**src/rtl/pipe_pkg.sv**
```systemverilog
// Shared definitions for the pipeline controller: opcodes, ALU and forward-select
// encodings, per-stage control bundles and the instruction decoder.
package pipe_pkg;

  localparam int OPC_BITS = 6;

  typedef logic [OPC_BITS-1:0] opcode_t;

  localparam opcode_t OP_RTYPE = 6'b000000;
  localparam opcode_t OP_JUMP  = 6'b000010;
  localparam opcode_t OP_BEQ   = 6'b000100;
  localparam opcode_t OP_ADDI  = 6'b001000;
  localparam opcode_t OP_ANDI  = 6'b001100;
  localparam opcode_t OP_LW    = 6'b100011;
  localparam opcode_t OP_SW    = 6'b101011;
  localparam opcode_t OP_RIMM  = 6'b110000;

  typedef enum logic [1:0] {
    ALU_ADD   = 2'b00,
    ALU_SUB   = 2'b01,
    ALU_FUNCT = 2'b10,
    ALU_LOGIC = 2'b11
  } alu_op_e;

  typedef enum logic [1:0] {
    FWD_REGFILE = 2'b00,
    FWD_WB      = 2'b01,
    FWD_MEM     = 2'b10
  } fwd_sel_e;

  // Full bundle held in ID/EX; later stages keep only the bits they still need.
  typedef struct packed {
    logic    mem_to_reg;
    alu_op_e alu_op;
    logic    mem_read;
    logic    mem_write;
    logic    alu_src;
    logic    reg_write;
    logic    branch;
    logic    jump;
  } ctrl_t;

  typedef struct packed {
    logic mem_read;
    logic mem_write;
    logic reg_write;
    logic mem_to_reg;
  } mem_ctrl_t;

  typedef struct packed {
    logic reg_write;
    logic mem_to_reg;
  } wb_ctrl_t;

  typedef struct packed {
    ctrl_t ctrl;
    logic  reg_dst;
    logic  uses_rs;
    logic  uses_rt;
    logic  legal;
  } decode_t;

  localparam ctrl_t CTRL_BUBBLE = '0;

  function automatic decode_t decode_op(input opcode_t op);
    decode_t d;
    d = '0;
    d.legal = 1'b1;
    case (op)
      OP_RTYPE: begin
        d.reg_dst        = 1'b1;
        d.ctrl.alu_op    = ALU_FUNCT;
        d.ctrl.reg_write = 1'b1;
        d.uses_rs        = 1'b1;
        d.uses_rt        = 1'b1;
      end
      OP_JUMP: begin
        d.ctrl.jump = 1'b1;
      end
      OP_BEQ: begin
        d.ctrl.alu_op = ALU_SUB;
        d.ctrl.branch = 1'b1;
        d.uses_rs     = 1'b1;
        d.uses_rt     = 1'b1;
      end
      OP_ADDI: begin
        d.ctrl.alu_src   = 1'b1;
        d.ctrl.reg_write = 1'b1;
        d.uses_rs        = 1'b1;
      end
      OP_ANDI: begin
        d.ctrl.alu_op    = ALU_LOGIC;
        d.ctrl.alu_src   = 1'b1;
        d.ctrl.reg_write = 1'b1;
        d.uses_rs        = 1'b1;
      end
      OP_LW: begin
        d.ctrl.mem_to_reg = 1'b1;
        d.ctrl.mem_read   = 1'b1;
        d.ctrl.alu_src    = 1'b1;
        d.ctrl.reg_write  = 1'b1;
        d.uses_rs         = 1'b1;
      end
      OP_SW: begin
        d.ctrl.mem_write = 1'b1;
        d.ctrl.alu_src   = 1'b1;
        d.uses_rs        = 1'b1;
        d.uses_rt        = 1'b1;
      end
      OP_RIMM: begin
        d.reg_dst        = 1'b1;
        d.ctrl.alu_op    = ALU_FUNCT;
        d.ctrl.alu_src   = 1'b1;
        d.ctrl.reg_write = 1'b1;
      end
      default: d.legal = 1'b0;
    endcase
    return d;
  endfunction

endpackage

```
**src/rtl/pipe_control_hazard_unit.sv**
```systemverilog
// Stall, flush and operand-forwarding decisions, purely combinational from pipeline state.
// PIPE_CONTROL_FWD_EN selects forwarding with load-use stalls; otherwise interlock-only.
module hazard_unit
  import pipe_pkg::*;
#(
  parameter int RA_W = 5
) (
  input  logic            id_uses_rs,
  input  logic            id_uses_rt,
  input  logic            id_jump,
  input  logic [RA_W-1:0] id_rs,
  input  logic [RA_W-1:0] id_rt,
  input  logic            ex_reg_write,
  input  logic            ex_mem_read,
  input  logic            ex_branch,
  input  logic            ex_branch_taken,
  input  logic [RA_W-1:0] ex_dst,
  input  logic [RA_W-1:0] ex_rs,
  input  logic [RA_W-1:0] ex_rt,
  input  logic            mem_reg_write,
  input  logic [RA_W-1:0] mem_dst,
  input  logic            wb_reg_write,
  input  logic [RA_W-1:0] wb_dst,
  output logic            stall,
  output logic            flush_if_id,
  output logic            flush_id_ex,
  output logic [1:0]      fwd_a,
  output logic [1:0]      fwd_b
);

  // Register 0 is hardwired, so a write to it never creates a dependency.
  function automatic logic writes(input logic rw, input logic [RA_W-1:0] dst,
                                  input logic [RA_W-1:0] src);
    return rw && (dst != '0) && (dst == src);
  endfunction

  logic branch_flush;
  logic hit_ex;
  logic hit_mem;
  logic hazard;

  always_comb begin
    branch_flush = ex_branch && ex_branch_taken;
    hit_ex  = (id_uses_rs && writes(ex_reg_write, ex_dst, id_rs)) ||
              (id_uses_rt && writes(ex_reg_write, ex_dst, id_rt));
    hit_mem = (id_uses_rs && writes(mem_reg_write, mem_dst, id_rs)) ||
              (id_uses_rt && writes(mem_reg_write, mem_dst, id_rt));
  end

`ifdef PIPE_CONTROL_FWD_EN
  always_comb begin
    hazard = ex_mem_read && hit_ex;
    fwd_a  = FWD_REGFILE;
    fwd_b  = FWD_REGFILE;
    if (writes(mem_reg_write, mem_dst, ex_rs))     fwd_a = FWD_MEM;
    else if (writes(wb_reg_write, wb_dst, ex_rs))  fwd_a = FWD_WB;
    if (writes(mem_reg_write, mem_dst, ex_rt))     fwd_b = FWD_MEM;
    else if (writes(wb_reg_write, wb_dst, ex_rt))  fwd_b = FWD_WB;
  end
`else
  logic unused_fwd_inputs;
  assign unused_fwd_inputs = ^{ex_mem_read, ex_rs, ex_rt, wb_reg_write, wb_dst};

  always_comb begin
    hazard = hit_ex || hit_mem;
    fwd_a  = FWD_REGFILE;
    fwd_b  = FWD_REGFILE;
  end
`endif

  // A taken branch kills the dependent instruction anyway, so it overrides the stall;
  // a stalled jump is simply re-evaluated once the stall clears.
  always_comb begin
    stall       = hazard && !branch_flush;
    flush_id_ex = branch_flush;
    flush_if_id = branch_flush || (id_jump && !stall);
  end

endmodule

```
**src/rtl/pipe_control.sv**
```systemverilog
// Pipeline control: decode in ID plus the ID/EX, EX/MEM and MEM/WB control registers.
// Forwarding behaviour is selected by PIPE_CONTROL_FWD_EN inside hazard_unit.
module pipe_control
  import pipe_pkg::*;
#(
  parameter int OPC_W = 6,
  parameter int RA_W  = 5
) (
  input  logic             clk,
  input  logic             reset_n,
  input  logic [OPC_W-1:0] id_opcode,
  input  logic [RA_W-1:0]  id_rs,
  input  logic [RA_W-1:0]  id_rt,
  input  logic [RA_W-1:0]  id_rd,
  input  logic             ex_branch_taken,
  output logic [1:0]       ex_alu_op,
  output logic             ex_alu_src,
  output logic             ex_branch,
  output logic             ex_jump,
  output logic             mem_read,
  output logic             mem_write,
  output logic             wb_reg_write,
  output logic             wb_mem_to_reg,
  output logic [RA_W-1:0]  wb_dst,
  output logic [RA_W-1:0]  ex_rs,
  output logic [RA_W-1:0]  ex_rt,
  output logic [1:0]       fwd_a,
  output logic [1:0]       fwd_b,
  output logic             stall,
  output logic             flush_if_id,
  output logic             flush_id_ex,
  output logic             illegal_op
);

  decode_t         dec_raw;
  decode_t         id_dec;
  logic            id_legal;
  logic [RA_W-1:0] id_dst;
  logic            kill_id;

  ctrl_t           idex_ctrl;
  logic [RA_W-1:0] idex_dst;
  logic [RA_W-1:0] idex_rs;
  logic [RA_W-1:0] idex_rt;
  logic            illegal_q;

  mem_ctrl_t       exmem_ctrl;
  logic [RA_W-1:0] exmem_dst;

  wb_ctrl_t        memwb_ctrl;
  logic [RA_W-1:0] memwb_dst;

  // Opcode bits above the architected field must be zero for a legal instruction.
  always_comb begin
    dec_raw  = decode_op(opcode_t'(id_opcode));
    id_legal = dec_raw.legal && ((id_opcode >> OPC_BITS) == '0);
    id_dec   = dec_raw;
    if (!id_legal) id_dec = '0;
    id_dst   = id_dec.reg_dst ? id_rd : id_rt;
  end

  hazard_unit #(.RA_W(RA_W)) u_hazard (
    .id_uses_rs      (id_dec.uses_rs),
    .id_uses_rt      (id_dec.uses_rt),
    .id_jump         (id_dec.ctrl.jump),
    .id_rs           (id_rs),
    .id_rt           (id_rt),
    .ex_reg_write    (idex_ctrl.reg_write),
    .ex_mem_read     (idex_ctrl.mem_read),
    .ex_branch       (idex_ctrl.branch),
    .ex_branch_taken (ex_branch_taken),
    .ex_dst          (idex_dst),
    .ex_rs           (idex_rs),
    .ex_rt           (idex_rt),
    .mem_reg_write   (exmem_ctrl.reg_write),
    .mem_dst         (exmem_dst),
    .wb_reg_write    (memwb_ctrl.reg_write),
    .wb_dst          (memwb_dst),
    .stall           (stall),
    .flush_if_id     (flush_if_id),
    .flush_id_ex     (flush_id_ex),
    .fwd_a           (fwd_a),
    .fwd_b           (fwd_b)
  );

  assign kill_id = stall || flush_id_ex;

  // A stalled or flushed ID instruction becomes a bubble; the illegal pulse is only
  // raised for an undecodable instruction that really advances out of ID.
  always_ff @(posedge clk or negedge reset_n) begin
    if (!reset_n) begin
      idex_ctrl <= CTRL_BUBBLE;
      idex_dst  <= '0;
      idex_rs   <= '0;
      idex_rt   <= '0;
      illegal_q <= 1'b0;
    end else begin
      illegal_q <= !id_legal && !kill_id;
      if (kill_id || !id_legal) begin
        idex_ctrl <= CTRL_BUBBLE;
        idex_dst  <= '0;
        idex_rs   <= '0;
        idex_rt   <= '0;
      end else begin
        idex_ctrl <= id_dec.ctrl;
        idex_dst  <= id_dst;
        idex_rs   <= id_rs;
        idex_rt   <= id_rt;
      end
    end
  end

  always_ff @(posedge clk or negedge reset_n) begin
    if (!reset_n) begin
      exmem_ctrl <= '0;
      exmem_dst  <= '0;
    end else begin
      exmem_ctrl.mem_read   <= idex_ctrl.mem_read;
      exmem_ctrl.mem_write  <= idex_ctrl.mem_write;
      exmem_ctrl.reg_write  <= idex_ctrl.reg_write;
      exmem_ctrl.mem_to_reg <= idex_ctrl.mem_to_reg;
      exmem_dst             <= idex_dst;
    end
  end

  always_ff @(posedge clk or negedge reset_n) begin
    if (!reset_n) begin
      memwb_ctrl <= '0;
      memwb_dst  <= '0;
    end else begin
      memwb_ctrl.reg_write  <= exmem_ctrl.reg_write;
      memwb_ctrl.mem_to_reg <= exmem_ctrl.mem_to_reg;
      memwb_dst             <= exmem_dst;
    end
  end

  always_comb begin
    ex_alu_op     = idex_ctrl.alu_op;
    ex_alu_src    = idex_ctrl.alu_src;
    ex_branch     = idex_ctrl.branch;
    ex_jump       = idex_ctrl.jump;
    ex_rs         = idex_rs;
    ex_rt         = idex_rt;
    mem_read      = exmem_ctrl.mem_read;
    mem_write     = exmem_ctrl.mem_write;
    wb_reg_write  = memwb_ctrl.reg_write;
    wb_mem_to_reg = memwb_ctrl.mem_to_reg;
    wb_dst        = memwb_dst;
    illegal_op    = illegal_q;
  end

endmodule
```
**config.mk**
```make
export PLATFORM = sky130hd
export DESIGN_NAME = pipe_control
export DESIGN_NICKNAME = d
export VERILOG_FILES = /design/src/rtl/pipe_pkg.sv /design/src/rtl/pipe_control_hazard_unit.sv /design/src/rtl/pipe_control.sv
export SDC_FILE = /design/constraint.sdc
export NUM_CORES = 1
export LEC_CHECK = 0
export CORE_MARGIN = 5
export CORE_UTILIZATION = 49
export DETAILED_ROUTE_END_ITERATION = 10
export PLACE_DENSITY = 0.84
export SLEW_MARGIN = 20
export SYNTH_ARGS = -nofsm -noshare
export SYNTH_HDL_FRONTEND = slang
export SYNTH_HIERARCHICAL = 1
export SYNTH_SLANG_ARGS = --single-unit
```
**constraint.sdc**
```tcl
create_clock -name clk -period 4.55 [get_ports clk]
set_clock_uncertainty 0.2 [all_clocks]
set_input_delay 0.91 -clock clk [delete_from_list [all_inputs] [get_ports clk]]
set_output_delay 0.91 -clock clk [all_outputs]
set_load 0.01 [all_outputs]
```
; Word-level counts from Yosys, hierarchy flattened
; Cells that the tools add are included.
[word_totals]
reg_bits = 41
input_bits = 24
out_inout_bits = 32
[op_classes]
n_eq_ne = 11
muxes = 17
n_reduce_logical = 33
[op_table]
columns = cell, n
row1 = 5-bit equality test, 4
row2 = 5-bit two-way mux, 4
row3 = "6-bit equality test, second input constant", 3
row4 = 1-bit logical AND, 14
row5 = 13-bit two-way mux, 1
row6 = "6-bit by 4-bit equality test with 1-bit output, second input constant", 2
row7 = 1-bit two-way mux, 10
row8 = 5-bit nonzero test, 2
row9 = 5-bit OR reduction, 2
row10 = 9-bit two-way mux, 1
row11 = 8-bit OR reduction, 1
row12 = "6-bit by 2-bit equality test with 1-bit output, second input constant", 1
row13 = "6-bit by 3-bit equality test with 1-bit output, second input constant", 1
row14 = 6-bit zero test, 1
row15 = 1-bit logical OR, 6
row16 = 2-bit case mux with 3 select lines, 1
row17 = 6-bit OR reduction, 1
row18 = 1-bit zero test, 4
row19 = 3-bit OR reduction, 1
row20 = 2-bit OR reduction, 1

; Depth between registers and ports, before layout
[depth]
ltp_word = 11
mapped_depth = 12
ltp_nobuf = 11

; Cells and area by module
; Netlist, hierarchy kept.
[by_module_without_submodules]
columns = mod, n_inst, cells_per_inst, area_per_inst_um2
row1 = pipe_control, 1, 106, 1410.1
row2 = hazard_unit, 1, 41, 321.6

; Worst setup path before layout
; No wires, ideal clock.
[synth_timing]
path_type = input port to output port
from = in id_opcode[5]
to = out stall
t_arrival_ps = 2298
required_time_ps = 3440
slack_ps = 1142
path_stages = 7
path_cell_list = buf_6 > or3_2 > a21oi_1 > and2_1 > a32oi_1 > o22a_1 > nor2_1
[synth_rtl]
columns = item, line_no
row1 = from (decl), pipe_control.sv:11  ; input logic [OPC_W-1:0] id_opcode,
row2 = to (decl), pipe_control.sv:29  ; output logic stall,

==> impl_metrics.ini <==
[sta]
timing.final.hold_violations = 0
fin_crit_sh = 0.956
final_max_tran_viols = 0
postLayoutSetupSlackWorst_ns = 0.200
timing.final.setup_violations = 0
achievable-frequency_mhz = 230
fin_setup_tns_ns = 0
rsz0062_at_grt = false
layout_min_cycle_time_ns = 4.35
worst_slew_pin_slew_ns = 0.811
timing.max_slew.rel_slack = 0.459

[yosys]
seq_area_frac_synth = 0.564
synth_top_family_by_area = simple AND/OR/NAND/NOR gates
synth.avg_cell_area_sq_um = 11.8
yosysTopAreaCell = sky130_fd_sc_hd__dfrtp_1
synth-simple-area-share = 0.181
yosys_warnings = 6
synth.top_cell.area_share = 0.564
count_of_unique_library_cells_instantiated_by_yosys = 34
post_synth_instance_area_sq_um = 1730
largest_cells_by_area_after_synthesis = sky130_fd_sc_hd__dfrtp_1, sky130_fd_sc_hd__xor2_1, sky130_fd_sc_hd__and2_1, sky130_fd_sc_hd__nor2_1, sky130_fd_sc_hd__mux2i_1
synth_compound_gate_area_share = 0.0737
synth_fa_ha_area_frac = 0
synth-seq-cells = 39
number_of_standard_cells_after_synthesis = 147
synth_xor_area_frac = 0.101
synth_mux_area_frac = 0.0289

[route]
via_per_inst = 5.11
antenna_left = 0
detail_route.iter0.violations = 88
dr_total_vias = 1267
route.detailed.wl_per_inst_um = 14.9
totalWireLength_um = 3690
dr.pass1.iters = 4
drc_errors = 0

[place]
port_buffers = 51
pre_cts_ws_ns = 0.120
dp_cells = 240
gp_routability_congestion = 0.987
detailedPlacementHpwl_um = 2770

[cells_and_area]
n_fill_cell = 221
drive_above_1_share = 0.0990
area_delta_synth_final_pct = 36.6
diodes = 0
mostFrequentLayoutCells = sky130_fd_sc_hd__clkdlybuf4s50_1, sky130_fd_sc_hd__dfrtp_1, sky130_fd_sc_hd__xor2_1
most_common_cell_after_layout_fill_and_taps_aside = sky130_fd_sc_hd__clkdlybuf4s50_1
design.final.nets = 225
final-instance-count-excl-fill = 248

[global_route]
track_usage = 0.161
wire_length_of_the_first_global_routing_pass_um = 6290
grt_pass1_vias = 1280
globalRouteOverflowTotal = 0
grt_max_degree = 40
grt_antenna_before_repair = 0

[power]
power_density_nw_per_um2 = 310
static-leakage-power_nw = 1.11
worst_ir_drop_vdd_mv = 0.170
power.share.sequential = 0.495
share_clk_of_total_power = 0.382
p_int_mw = 0.575
finalPower_mw = 0.733
power_switching_mw = 0.158
pwr-share-comb = 0.123
switching_part_of_the_total_power = 0.215

[clock_network]
numCtsBuffers = 5
clockBufferDepth = 2
cts_sinks = 39
worst_setup_hold_path_clk_slew_ns = 0.11
cts_root_buf = sky130_fd_sc_hd__clkbuf_4
tritoncts_clock_tree = yes
cts.htree.levels = 2
clk_latency_ns = 0.34

[setup_path]
critical_path_arrival_ns = 3.24
critical_path.endpoint_type = output pin
critical-path-top-cell-by-count = sky130_fd_sc_hd__clkdlybuf4s50_1
peak_per_stage_delay_on_the_critical_path_ns = 0.56
worstSetupStartpointType = primary input
worstPathBufferInverterCount = 2
worst-r2r-setup-slack_ns = 1.98
ws_path_type = primary input to output pin
timing.critical_path.max_delay_family = buffers and inverters
cp_cell_sequence = clkdlybuf4s50_1, or3_2, a21oi_1, and2_1, a32oi_1, o22a_1, nor2_4, clkdlybuf4s50_1
crit_required_ns = 3.44
crit_path_top_delay_cell = sky130_fd_sc_hd__clkdlybuf4s50_1
cp_max_fo = 4

[hold_path]
hold_class = register to register

[floorplan]
die_x_um = 69.4
fp.dieArea_sq_um = 4820
rows = 21
placeable_area_sq_um = 3390
design.portCount = 56
start_util = 0.511
die_height_um = 69.4

[run]
max_cap_viol_count = 0

[outcome]
status = complete, no violations
==> logic make-up after synthesis <==
kind of cell / after synthesis
buffers and inverters: 12
and+or+nand+nor: 52
DFF: 39
AOI/OAI and AO/OA: 18
other: 1
muxes: 5
xor gates and xnor gates: 20
==> cell usage after synthesis <==
master,number
sky130_fd_sc_hd__and4b_1,1
sky130_fd_sc_hd__buf_4,6
sky130_fd_sc_hd__a2bb2oi_1,1
sky130_fd_sc_hd__clkbuf_1,1
sky130_fd_sc_hd__conb_1,1
sky130_fd_sc_hd__a311oi_2,1
sky130_fd_sc_hd__dfrtp_1,39
sky130_fd_sc_hd__o21ai_1,2
sky130_fd_sc_hd__o22a_1,1
sky130_fd_sc_hd__nor4_1,6
sky130_fd_sc_hd__nand3b_1,1
sky130_fd_sc_hd__and4_2,1
sky130_fd_sc_hd__or3_2,1
sky130_fd_sc_hd__nand3_1,2
sky130_fd_sc_hd__nor2_1,14
sky130_fd_sc_hd__a32oi_1,2
sky130_fd_sc_hd__o21ai_0,2
sky130_fd_sc_hd__nand4b_1,1
sky130_fd_sc_hd__buf_2,2
sky130_fd_sc_hd__xnor2_1,4
sky130_fd_sc_hd__and3_1,2
sky130_fd_sc_hd__nand2_1,2
sky130_fd_sc_hd__or4_1,3
sky130_fd_sc_hd__clkbuf_2,1
sky130_fd_sc_hd__a311o_1,1
sky130_fd_sc_hd__nor4_2,2
sky130_fd_sc_hd__nor2b_1,1
sky130_fd_sc_hd__mux2i_1,5
sky130_fd_sc_hd__a21o_1,3
sky130_fd_sc_hd__buf_6,2
sky130_fd_sc_hd__and2_2,1
sky130_fd_sc_hd__xor2_1,16
sky130_fd_sc_hd__a21oi_1,5
sky130_fd_sc_hd__and2_1,14
==> layout make-up <==
cell class	count	area (sq um)	share of cell area
Clock inverter	2	60.1	0.0254
Timing Repair Buffer	56	543	0.230
Tap cell	46	57.6	0.0243
Sequential cell	39	976	0.412
Multi-Input combinational cell	99	688	0.291
Clock buffer	6	41.3	0.0175
==> stage by stage <==
stage | hold slack, ns | instance area [sq um] | util
2_1_floorplan | 0.131 | 1740 | -
3_3_place_gp | 0.134 | 2260 | 0.666
3_5_place_dp | 0.145 | 2260 | 0.666
4_1_cts | 0.168 | 2360 | 0.696
5_1_grt | 0.169 | 2370 | 0.698
6_report | 0.157 | 2370 | 0.698
==> power by group through the flow <==
| stage | sequential [mW] | clock, mW | combinational (mW) |
|---|---|---|---|
| floorplan | 0.371 | 0 | 0.0393 |
| global placement | 0.369 | 0 | 0.0880 |
| detailed placement | 0.369 | 0 | 0.0898 |
| CTS | 0.363 | 0.282 | 0.0902 |
| global route | 0.364 | 0.301 | 0.0981 |
| finish | 0.362 | 0.280 | 0.0903 |
==> final timing paths <==
check	startpoint	endpoint	depth (start not counted)
hold / removal	idex_ctrl[5]	mem_read	0
max in group asynchronous	reset_n	exmem_dst[4]	1
min in group asynchronous	reset_n	ex_rs[2]	1
hold reg to reg	idex_ctrl[5]	mem_read	0
setup reg to reg	exmem_dst[1]	ex_rt[1]	6
setup / recovery	id_opcode[5]	stall	8
==> layer usage <==
metal / global-route usage / up-vias / share of wire
met4: 0.0629 / 0 / 0.020
met1: 0.191 / 597 / 0.40
met3: 0.0435 / 10 / 0.071
met5: 0 / - / 0
li1: - / 605 / -
met2: 0.276 / 55 / 0.51
==> timing repair <==
action,4_1_cts,5_1_grt
buffers inserted,0,0
endpoints found under the setup margin,0,1
hold buffers,0,0
gates resized for setup,0,2
(Power assumes the default switching activity.)
==> RTL change, RTL diff (same flow settings) <==
Change the parameter `OPC_W` from 6 to 7.
--- a/src/rtl/pipe_control.sv
+++ b/src/rtl/pipe_control.sv
@@ -3,7 +3,7 @@
 module pipe_control
   import pipe_pkg::*;
 #(
-  parameter int OPC_W = 6,
+  parameter int OPC_W = 7,
   parameter int RA_W  = 5
 ) (
   input  logic             clk,
Interface: changed (resized id_opcode); port bits go from 56 to 57. No check against the original RTL was run, so the function may have changed too.
==> RTL change against the original RTL <==
Area after synthesis is the same; routed wire length barely moved; sequential power down 2%; sequential cell count is the same; register-to-register slack lost 280 ps; final area increased by 1.0%; core utilization grew 0.70 points; setup slack better by 33 ps; total power down 8.2%; largest cell class unchanged.
==> RTL change: results (changes against the original RTL) <==
* Placed cells at 241 (+0.42%)
* HPWL after DPL at 2.825 mm (+2.1%)
* Reg2reg setup slack at 1700 ps (-280 ps)
* Yosys warns at 6 (unchanged)
* Worst Setup SP: id_opcode[2]
* Outcome: completed
* Lkg Pwr at 1.161 nW (+5.0%)
* Hold Path Origin: idex_ctrl[4]
* Worst VDD drop at 0.0002013 V (+18%)
* Dpl ws at 30.57 ps (-89.22 ps)
* NetSw at 0.1491 mW (-5.5%)
* Layout cells sized above 1 at 0.1029 (+0.003931)
* Cts bufs inserted at 5 (unchanged)
* Detailed-route via count at 1284 (+1.3%)
* DP Area at 2275 sq um (+0.78%)
* Worst-Skew Late Latency at 340 ps (about the same)
* Net count, final at 228 (+1.3%)
* Tightest Pin Transition at 825.1 ps (+13.94 ps)
* Min Hold Slack at 161.1 ps (+3.782 ps)
* Initial antenna violation count at 0 (unchanged)
* GP Congestion at 0.8724 (-12%)
* Reg-to-Reg End: ex_alu_op[1]
* XOR/XNOR Fraction of Synth Area at 0.1113 (+0.01012)
* Total GRT Usage at 0.1602 (-0.0008217)
* Number of DRC markers in iteration 0 at 90 (+2.3%)
* Reg2Reg Depth at 7 (+1)
* Seq power at 0.356 mW (-2%)
* Hold Crit Class: reg2reg
* Final wirelength at 3.693 mm (about the same)
* Largest net degree at the start of global routing at 40 (unchanged)
* Worst Hold Path EP: mem_write
* Synth area leaders: dfrtp_1 56%, xor2_1 8.6%, and2_1 5.1%, mux2i_1 3.5%, buf_4 3.5%
* Compound-Gate Fraction of Synth Area at 0.06214 (-0.01156)
* First-pass GRT wire length at 6.182 mm (-1.6%)
* Max Root-Sink Buffers at 2 (unchanged)
* Syn Inst Count at 146 (-0.68%)
* Critical path arrival at 3210 ps (-30 ps)
* Sw frac at 0.2216 (+0.006394)
* Port buffer count at 52 (+2.0%)
* CP max stage cell: clkdlybuf4s50_1
* Layout filler cell count at 252 (+14%)
* Crit path largest cell delay at 610 ps (+50 ps)
* Mux contribution to synthesized area at 0.03468 (+0.005780)
* Most instantiated cells after synthesis: 39 x dfrtp_1, 17 x xor2_1, 15 x nor2_1, 14 x and2_1, 8 x buf_4
* WL/cell at 14.77 microns (-0.77%)
* Tcrit/Tclk final at 0.9487 (-0.007300)
* Netlist cell types at 36 (+5.9%)
* Crit path max fanout at 4 (unchanged)
* Clock share of power at 0.349 (-0.033)
-- RTL change: repair_timing --
item / CTS / global route
resized for setup: 0 / 6
setup buffers: 0 / 1
endpoints found under the setup margin: 0 / 2
-- RTL change: area by class of cell --
cell class                      count  area, sq um  share of cell area
Clock inverter                      2        35.03             0.01466
Sequential cell                    39        975.9              0.4084
Tap cell                           46        57.56             0.02408
Timing Repair Buffer               56        555.5              0.2325
Multi-Input combinational cell    101        714.4              0.2990
Clock buffer                        6        51.30             0.02147
-- RTL change: metal layers --
layer	share of wire	global-route usage
met5	0	0
met4	0.013	0.05857
met3	0.074	0.06087
met2	0.51	0.2648
met1	0.41	0.1890
-- RTL change: worst register-to-register path, stage by stage (launching register included) --
cell and delay, ps:
dfrtp_1 450, or4_1 560, o21ai_0 210, o22a_1 180
nor2_1 70, nor3_1 420, o31a_1 460, and3_1 230
-- RTL change: cells by family after synthesis --
group / after synthesis
mux: 6
buf+inv: 9
other cells: 1
simple gates: 54
flops: 39
compound gates: 15
xor+xnor: 22
